## src/rtl/rvvi_tx_arbiter.sv

```systemverilog
// Whole-frame round-robin arbiter sharing the MAC write-data channel between the
// RVVI packetizer (source 0) and the host/debug frame generator (source 1).
// Define RVVI_ARB_STATS_EN to add the Frames0/Frames1/Stall0 statistics ports.
module rvvi_tx_arbiter #(
    parameter int DATA_WIDTH = 32,
    parameter int GAP_WIDTH  = 16
) (
    input  logic                    m_axi_aclk,
    input  logic                    m_axi_aresetn,
    input  logic                    Enable,
    input  logic [GAP_WIDTH-1:0]    GapCycles,
    input  logic [DATA_WIDTH-1:0]   S0Wdata,
    input  logic [DATA_WIDTH/8-1:0] S0Wstrb,
    input  logic                    S0Wlast,
    input  logic                    S0Wvalid,
    output logic                    S0Wready,
    input  logic [DATA_WIDTH-1:0]   S1Wdata,
    input  logic [DATA_WIDTH/8-1:0] S1Wstrb,
    input  logic                    S1Wlast,
    input  logic                    S1Wvalid,
    output logic                    S1Wready,
    output logic [DATA_WIDTH-1:0]   RvviAxiWdata,
    output logic [DATA_WIDTH/8-1:0] RvviAxiWstrb,
    output logic                    RvviAxiWlast,
    output logic                    RvviAxiWvalid,
    input  logic                    RvviAxiWready,
    output logic                    Grant,
    output logic                    Busy
`ifdef RVVI_ARB_STATS_EN
    ,
    output logic [15:0]             Frames0,
    output logic [15:0]             Frames1,
    output logic [31:0]             Stall0
`endif
);

    typedef enum logic [1:0] {
        IDLE  = 2'd0,
        GRANT = 2'd1,
        GAP   = 2'd2
    } state_t;

    state_t               state;
    state_t               stateNext;
    logic                 grantNext;
    logic                 lastGrant;
    logic                 lastGrantNext;
    logic [GAP_WIDTH-1:0] gapCnt;
    logic [GAP_WIDTH-1:0] gapCntNext;
    logic                 beatXfer;
    logic                 frameDone;

    // NOTE: every signal written here gets a default first, so no path can infer a latch.
    always_comb begin
        stateNext     = state;
        grantNext     = Grant;
        lastGrantNext = lastGrant;
        gapCntNext    = gapCnt;
        RvviAxiWdata  = '0;
        RvviAxiWstrb  = '0;
        RvviAxiWlast  = 1'b0;
        RvviAxiWvalid = 1'b0;
        S0Wready      = 1'b0;
        S1Wready      = 1'b0;
        beatXfer      = 1'b0;
        frameDone     = 1'b0;
        Busy          = (state != IDLE);

        unique case (state)
            IDLE: begin
                if (Enable && (S0Wvalid || S1Wvalid)) begin
                    // On a tie the source that did not win last time goes next.
                    grantNext = (S0Wvalid && S1Wvalid) ? ~lastGrant : S1Wvalid;
                    stateNext = GRANT;
                end
            end
            GRANT: begin
                if (Grant) begin
                    RvviAxiWdata  = S1Wdata;
                    RvviAxiWstrb  = S1Wstrb;
                    RvviAxiWlast  = S1Wlast;
                    RvviAxiWvalid = S1Wvalid;
                    S1Wready      = RvviAxiWready;
                end else begin
                    RvviAxiWdata  = S0Wdata;
                    RvviAxiWstrb  = S0Wstrb;
                    RvviAxiWlast  = S0Wlast;
                    RvviAxiWvalid = S0Wvalid;
                    S0Wready      = RvviAxiWready;
                end
                beatXfer  = RvviAxiWvalid && RvviAxiWready;
                frameDone = beatXfer && RvviAxiWlast;
                if (frameDone) begin
                    lastGrantNext = Grant;
                    if (GapCycles == '0) begin
                        stateNext = IDLE;
                    end else begin
                        stateNext  = GAP;
                        gapCntNext = GAP_WIDTH'(1);
                    end
                end
            end
            GAP: begin
                if (gapCnt != '1) begin
                    gapCntNext = gapCnt + GAP_WIDTH'(1);
                end
                // Compare against the live value so shrinking GapCycles ends the gap early.
                if (gapCnt >= GapCycles) begin
                    stateNext = IDLE;
                end
            end
            default: stateNext = IDLE;
        endcase
    end

    // NOTE: state registers use non-blocking assignments so every flop samples pre-edge values.
    always_ff @(posedge m_axi_aclk or negedge m_axi_aresetn) begin
        if (!m_axi_aresetn) begin
            state     <= IDLE;
            Grant     <= 1'b0;
            lastGrant <= 1'b1;
            gapCnt    <= '0;
        end else begin
            state     <= stateNext;
            Grant     <= grantNext;
            lastGrant <= lastGrantNext;
            gapCnt    <= gapCntNext;
        end
    end

`ifdef RVVI_ARB_STATS_EN
    always_ff @(posedge m_axi_aclk or negedge m_axi_aresetn) begin
        if (!m_axi_aresetn) begin
            Frames0 <= '0;
            Frames1 <= '0;
            Stall0  <= '0;
        end else begin
            if (frameDone && !Grant) begin
                Frames0 <= Frames0 + 16'd1;
            end
            if (frameDone && Grant) begin
                Frames1 <= Frames1 + 16'd1;
            end
            if (S0Wvalid && !S0Wready && (Stall0 != '1)) begin
                Stall0 <= Stall0 + 32'd1;
            end
        end
    end
`endif

endmodule

```

## config.mk

```make
export PLATFORM = sky130hd
export DESIGN_NAME = rvvi_tx_arbiter
export DESIGN_NICKNAME = d
export VERILOG_FILES = /design/src/rtl/rvvi_tx_arbiter.sv
export SDC_FILE = /design/constraint.sdc
export NUM_CORES = 1
export LEC_CHECK = 0
export BUFFER_PORTS_ARGS = -buffer_cell sky130_fd_sc_hd__buf_2
export CORE_MARGIN = 2
export CORE_UTILIZATION = 35
export DETAILED_ROUTE_END_ITERATION = 8
export GPL_TIMING_DRIVEN = 0
export PLACE_DENSITY = 0.68
export SLEW_MARGIN = 40
export SYNTH_ARGS = -nofsm -noshare
export SYNTH_HDL_FRONTEND = slang
export SYNTH_SLANG_ARGS = --single-unit
export TNS_END_PERCENT = 30
```

## constraint.sdc

```tcl
create_clock -name m_axi_aclk -period 2.4 [get_ports m_axi_aclk]
set_input_delay 0.12 -clock m_axi_aclk [delete_from_list [all_inputs] [get_ports m_axi_aclk]]
set_output_delay 0.12 -clock m_axi_aclk [all_outputs]
set_load 0.1 [all_outputs]
```

# Yosys cells after proc, flatten, opt, wreduce, memory -nomap -nowiden
# Cells that the tools add are included.
[op_classes] n_eq_ne=8 div=0 bitwise_logic=1 reduce_logical=13 muxes=24 n_addsub=1 multipliers=0 magnitude_cmp=1 n_shift=0
[ops] operator="32-bit 2-to-1 mux" n=2
[ops] operator="16-bit 2-to-1 mux" n=3
[ops] operator="16-bit one-hot mux with 2 select lines" n=1
[ops] operator="16-bit by 1-bit adder with 16-bit output, second input constant" n=1
[ops] operator="16-bit greater-or-equal comparator" n=1
[ops] operator="16-bit logical NOT" n=1
[ops] operator="16-bit != test, second input constant" n=1
[ops] operator="1-bit 2-to-1 mux" n=11
[ops] operator="2-bit != test, second input constant" n=5
[ops] operator="2-bit 2-to-1 mux" n=4
[ops] operator="4-bit 2-to-1 mux" n=2
[ops] operator="2-bit one-hot mux with 3 select lines" n=1
[ops] operator="1-bit logical AND" n=4
[ops] operator="2-bit AND reduction" n=2
[ops] operator="4-bit AND reduction" n=1
[ops] operator="2-bit nonzero test" n=2
[ops] operator="3-bit AND reduction" n=1
[ops] operator="2-bit by 1-bit equality test with 1-bit output, second input constant" n=1
[ops] operator="2-bit equality test, second input constant" n=1
[ops] operator="2-bit logical NOT" n=1
[ops] operator="1-bit logical OR" n=1
[ops] operator="1-bit NOT" n=1
[totals] latch_bits=0 wordCells=52 mem_bits_ro=0 out_inout_bits=42 inputBits=96 ff_bits=20 ram_bits=0 mem_count=0

# Longest topological paths before layout
[depth] word_depth=6 ltp_mapped=6 ltp_nobuf=6

# Least setup slack after synthesis
# OpenSTA, ideal clock, no wires.
[synth_timing] kind="register -> output" from="reg Grant" to="out RvviAxiWdata[17]" setup_slack_ns=-0.823 t_arrival_ns=3.103 required_time_ns=2.280 stages_incl_launch_ff=5 path_buffers=2 path_cell_list="dfrtp_1 > clkbuf_1 > buf_1 > mux2i_1 > nor2_1"
[synth_via] elab_chain_cells=2
[synth_rtl] item="from (decl)" line="27" rtl="output logic Grant,"
[synth_rtl] item="from (signal assigned)" line="125" rtl="Grant <= grantNext;"
[synth_rtl] item="32-bit 2-to-1 mux" line="78" rtl="if (Grant) begin"
[synth_rtl] item="32-bit 2-to-1 mux" line="69" rtl="unique case (state)"
[synth_rtl] item="to (decl)" line="22" rtl="output logic [DATA_WIDTH-1:0] RvviAxiWdata,"
# Every way passes these cells.

# Final worst setup path
[layout_timing] from="reg gapCnt[15]" to="reg state[1]"
[layout_via] elab_chain_cells=3
[layout_rtl] item="from (decl)" line="48" rtl="logic [GAP_WIDTH-1:0] gapCnt;"
[layout_rtl] item="from (signal assigned)" line="127" rtl="gapCnt <= gapCntNext;"
[layout_rtl] item="16-bit greater-or-equal comparator" line="108" rtl="if (gapCnt >= GapCycles) begin"
[layout_rtl] item="2-bit != test (no source line)"
[layout_rtl] item="3-bit AND reduction (no source line)"
[layout_rtl] item="to (signal assigned)" line="124" rtl="state <= stateNext;"
[layout_rtl] item="to (decl)" line="43" rtl="state_t state;"
# Every way passes these cells.
# A chain may end at the register's enable or synchronous reset.

==> flow_metrics.env <==
export IMPL_grt_setup_unrepaired="false"
export IMPL_clock_fmax_mhz=442.3
export IMPL_setup_violations=0
export IMPL_num_vias=2490
export IMPL_hp_class="input pin to flip-flop"
export IMPL_ys_seq_area_frac=0.2369
export IMPL_cpMaxStageDelayCell="or4_1"
export IMPL_maxSlewViolCount=0
export IMPL_synth_nets=378
export IMPL_synthesis_area_um2=2118
export IMPL_path_cells="ha_1, nand4_1, or3_1, or4_1, a31o_2"
export IMPL_wl_per_cell_um=13.62
export IMPL_outcome="finished clean"
export IMPL_tns_ps=0
export IMPL_synthCells=265
export IMPL_grt_pass1_wl_mm=10.54
export IMPL_cpLargestDelayFamily="simple AND/OR/NAND/NOR gates"
export IMPL_critPathKind="flip-flop to flip-flop"
export IMPL_drt_iter0_drc=122
export IMPL_htreeDepth=1
export IMPL_fp_coreArea_um2=5886
export IMPL_dpl_hpwl_mm=5.667
export IMPL_cts_buffers=3
export IMPL_root_buffer="clkbuf_8"
export IMPL_ys_types=40
export IMPL_grtUsageTotal=0.1960
export IMPL_tightest_slew_ps=655.6
export IMPL_clock_latency_ps=260
export IMPL_crit_required_ps=2550
export IMPL_initial_core_util=0.3599
export IMPL_row_count=28
export IMPL_cts_tree="yes"
export IMPL_place_gp_congestion=0.7981
export IMPL_crit_path_start_kind="flip-flop"
export IMPL_synth_avg_cell_area_um2=7.994
export IMPL_fin_skew_ps=9.209
export IMPL_dieArea_um2=6690
export IMPL_yosys_area_top_type="dfrtp_1"
export IMPL_fin_crit_sh=0.9421
export IMPL_final_common_cell="buf_2"
export IMPL_period_minus_slack_ps=2261
export IMPL_ios=138
export IMPL_final_cells=483
export IMPL_vias_per_cell=5.155
export IMPL_ant_nets=0
export IMPL_die_w_um=81.80
export IMPL_final_net_count=521
export IMPL_port_buffer_count=137
export IMPL_grt_max_degree=21
export IMPL_antenna_found_initial=0
export IMPL_max_stage_delay_ps=530
export IMPL_slew_headroom=0.5593
export IMPL_grt_pass1_vias=2386
export IMPL_wl_mm=6.580
export IMPL_cts_sinks=20
export IMPL_die_h_um=81.80
export IMPL_crit_buf_inv=0
export IMPL_synth_seq_cells=20
export IMPL_drive_above_1_share=0.4889
export IMPL_dpl_cell_count=477
export IMPL_synth_top_area_frac=0.2245
export IMPL_drtPass1Iterations=4
export IMPL_worst_ep_arrival_time_ps=2420
export IMPL_mostFrequentLayoutCells="140 x buf_2, 41 x mux2i_1, 30 x nor2_4, 21 x inv_1"
export IMPL_hold_slack_ps=159.4
export IMPL_max_cap_violations=0
export IMPL_ys_warn_count=0
export IMPL_synthTopCellsByArea="dfrtp_1 22%, mux2i_1 19%, ha_1 10%"
export IMPL_finalHoldViolations=0
export IMPL_clk_path_buf_depth=2
export IMPL_gr_total_overflow=0
export IMPL_drc=0
export IMPL_path_max_fanout=7
export IMPL_end_kind="flip-flop"
export IMPL_clkTransAtPathRegs_ps=80
export IMPL_area_delta_synth_final_pct=52.92
-- stage by stage --
step,worst slack (ps),util,instance area (um2)
2_1_floorplan,-38.24,-,2362
3_3_place_gp,-292.3,0.5338,3142
3_5_place_dp,-73.25,0.5342,3144
4_1_cts,109.3,0.5491,3232
5_1_grt,23.34,0.5500,3237
6_report,139.0,0.5504,3239
-- layout make-up --
type	instances	area (um2)
Antenna cell	1	2.502
Buffer	10	47.55
Clock buffer	3	41.29
Clock inverter	1	30.03
Fill cell	558	2646
Inverter	21	78.83
Multi-Input combinational cell	214	1747
Sequential cell	20	503.0
Tap cell	75	93.84
Timing Repair Buffer	138	695.7
-- worst paths after layout --
| kind | start | end | slack, ps | depth (start not counted) |
|---|---|---|---|---|
| max | gapCnt[15] | state[1] | 140 | 5 |
| min | S1Wvalid | Grant | 160 | 2 |
| max reg2reg | gapCnt[15] | state[1] | 140 | 5 |
| min reg2reg | state[1] | state[0] | 540 | 1 |
| max in group asynchronous | m_axi_aresetn | lastGrant | 1730 | 2 |
| min in group asynchronous | m_axi_aresetn | gapCnt[6] | 330 | 2 |
-- layer usage --
layer | share of wire | global-route usage
met1 | 0.40 | 0.2466
met2 | 0.53 | 0.3537
met3 | 0.059 | 0.03297
met4 | 0.0064 | 0.03333
met5 | 0 | 0
-- sequential cells by signal, summed over array words and instances (netlist names) --
register   count
gapCnt        16
Grant          1
state          2
lastGrant      1
-- cell families (layout without fill, tap and decap cells) --
| group | Yosys count | in the layout | synth area share |
|---|---|---|---|
| flops | 20 | 20 | 0.2369 |
| mux | 43 | 43 | 0.2044 |
| fa+ha+maj | 17 | 17 | 0.1004 |
| simple gates | 107 | 107 | 0.2628 |
| buf+inv | 31 | 173 | 0.05494 |
| other cells | 0 | 1 | 0 |
| compound gates | 47 | 47 | 0.1406 |
-- worst reg2reg max path: stages (launching register included) --
cell,delay (ps)
dfrtp_1,460
ha_1,340
nand4_1,130
or3_1,430
or4_1,530
a31o_2,270
-- cell usage after synthesis (all sizes together) --
master    n
buf       3
dfstp     1
nor3      3
o21bai    1
o21ai     9
and4b     1
or3       5
a31o      2
nor2b     2
a211oi    3
nand4b    1
ha       17
mux2      2
dfrtp    19
mux2i    41
o21a      3
a311oi    2
or4       5
o22a      1
o31ai     4
a2111oi   2
nor4      5
nand4     7
and4      2
nand2b    4
o41ai     1
or4b      1
inv      21
or2       3
clkbuf    7
and3      3
a32o      1
nand2    11
nor3b     1
nand3     3
a21oi    18
nor2     50
-- what timing repair did --
action / in CTS / in global routing
setup buffers: 0 / 0
hold buffers: 1 / 0
endpoints found under the setup margin: 36 / 7
resized for setup: 5 / 3
gates cloned: 0 / 0
endpoints found under the hold margin: 19 / 0
Power is left out: the tool's default activity adds up to more than one toggle a clock period on the data nets, which glitch-free logic cannot reach.
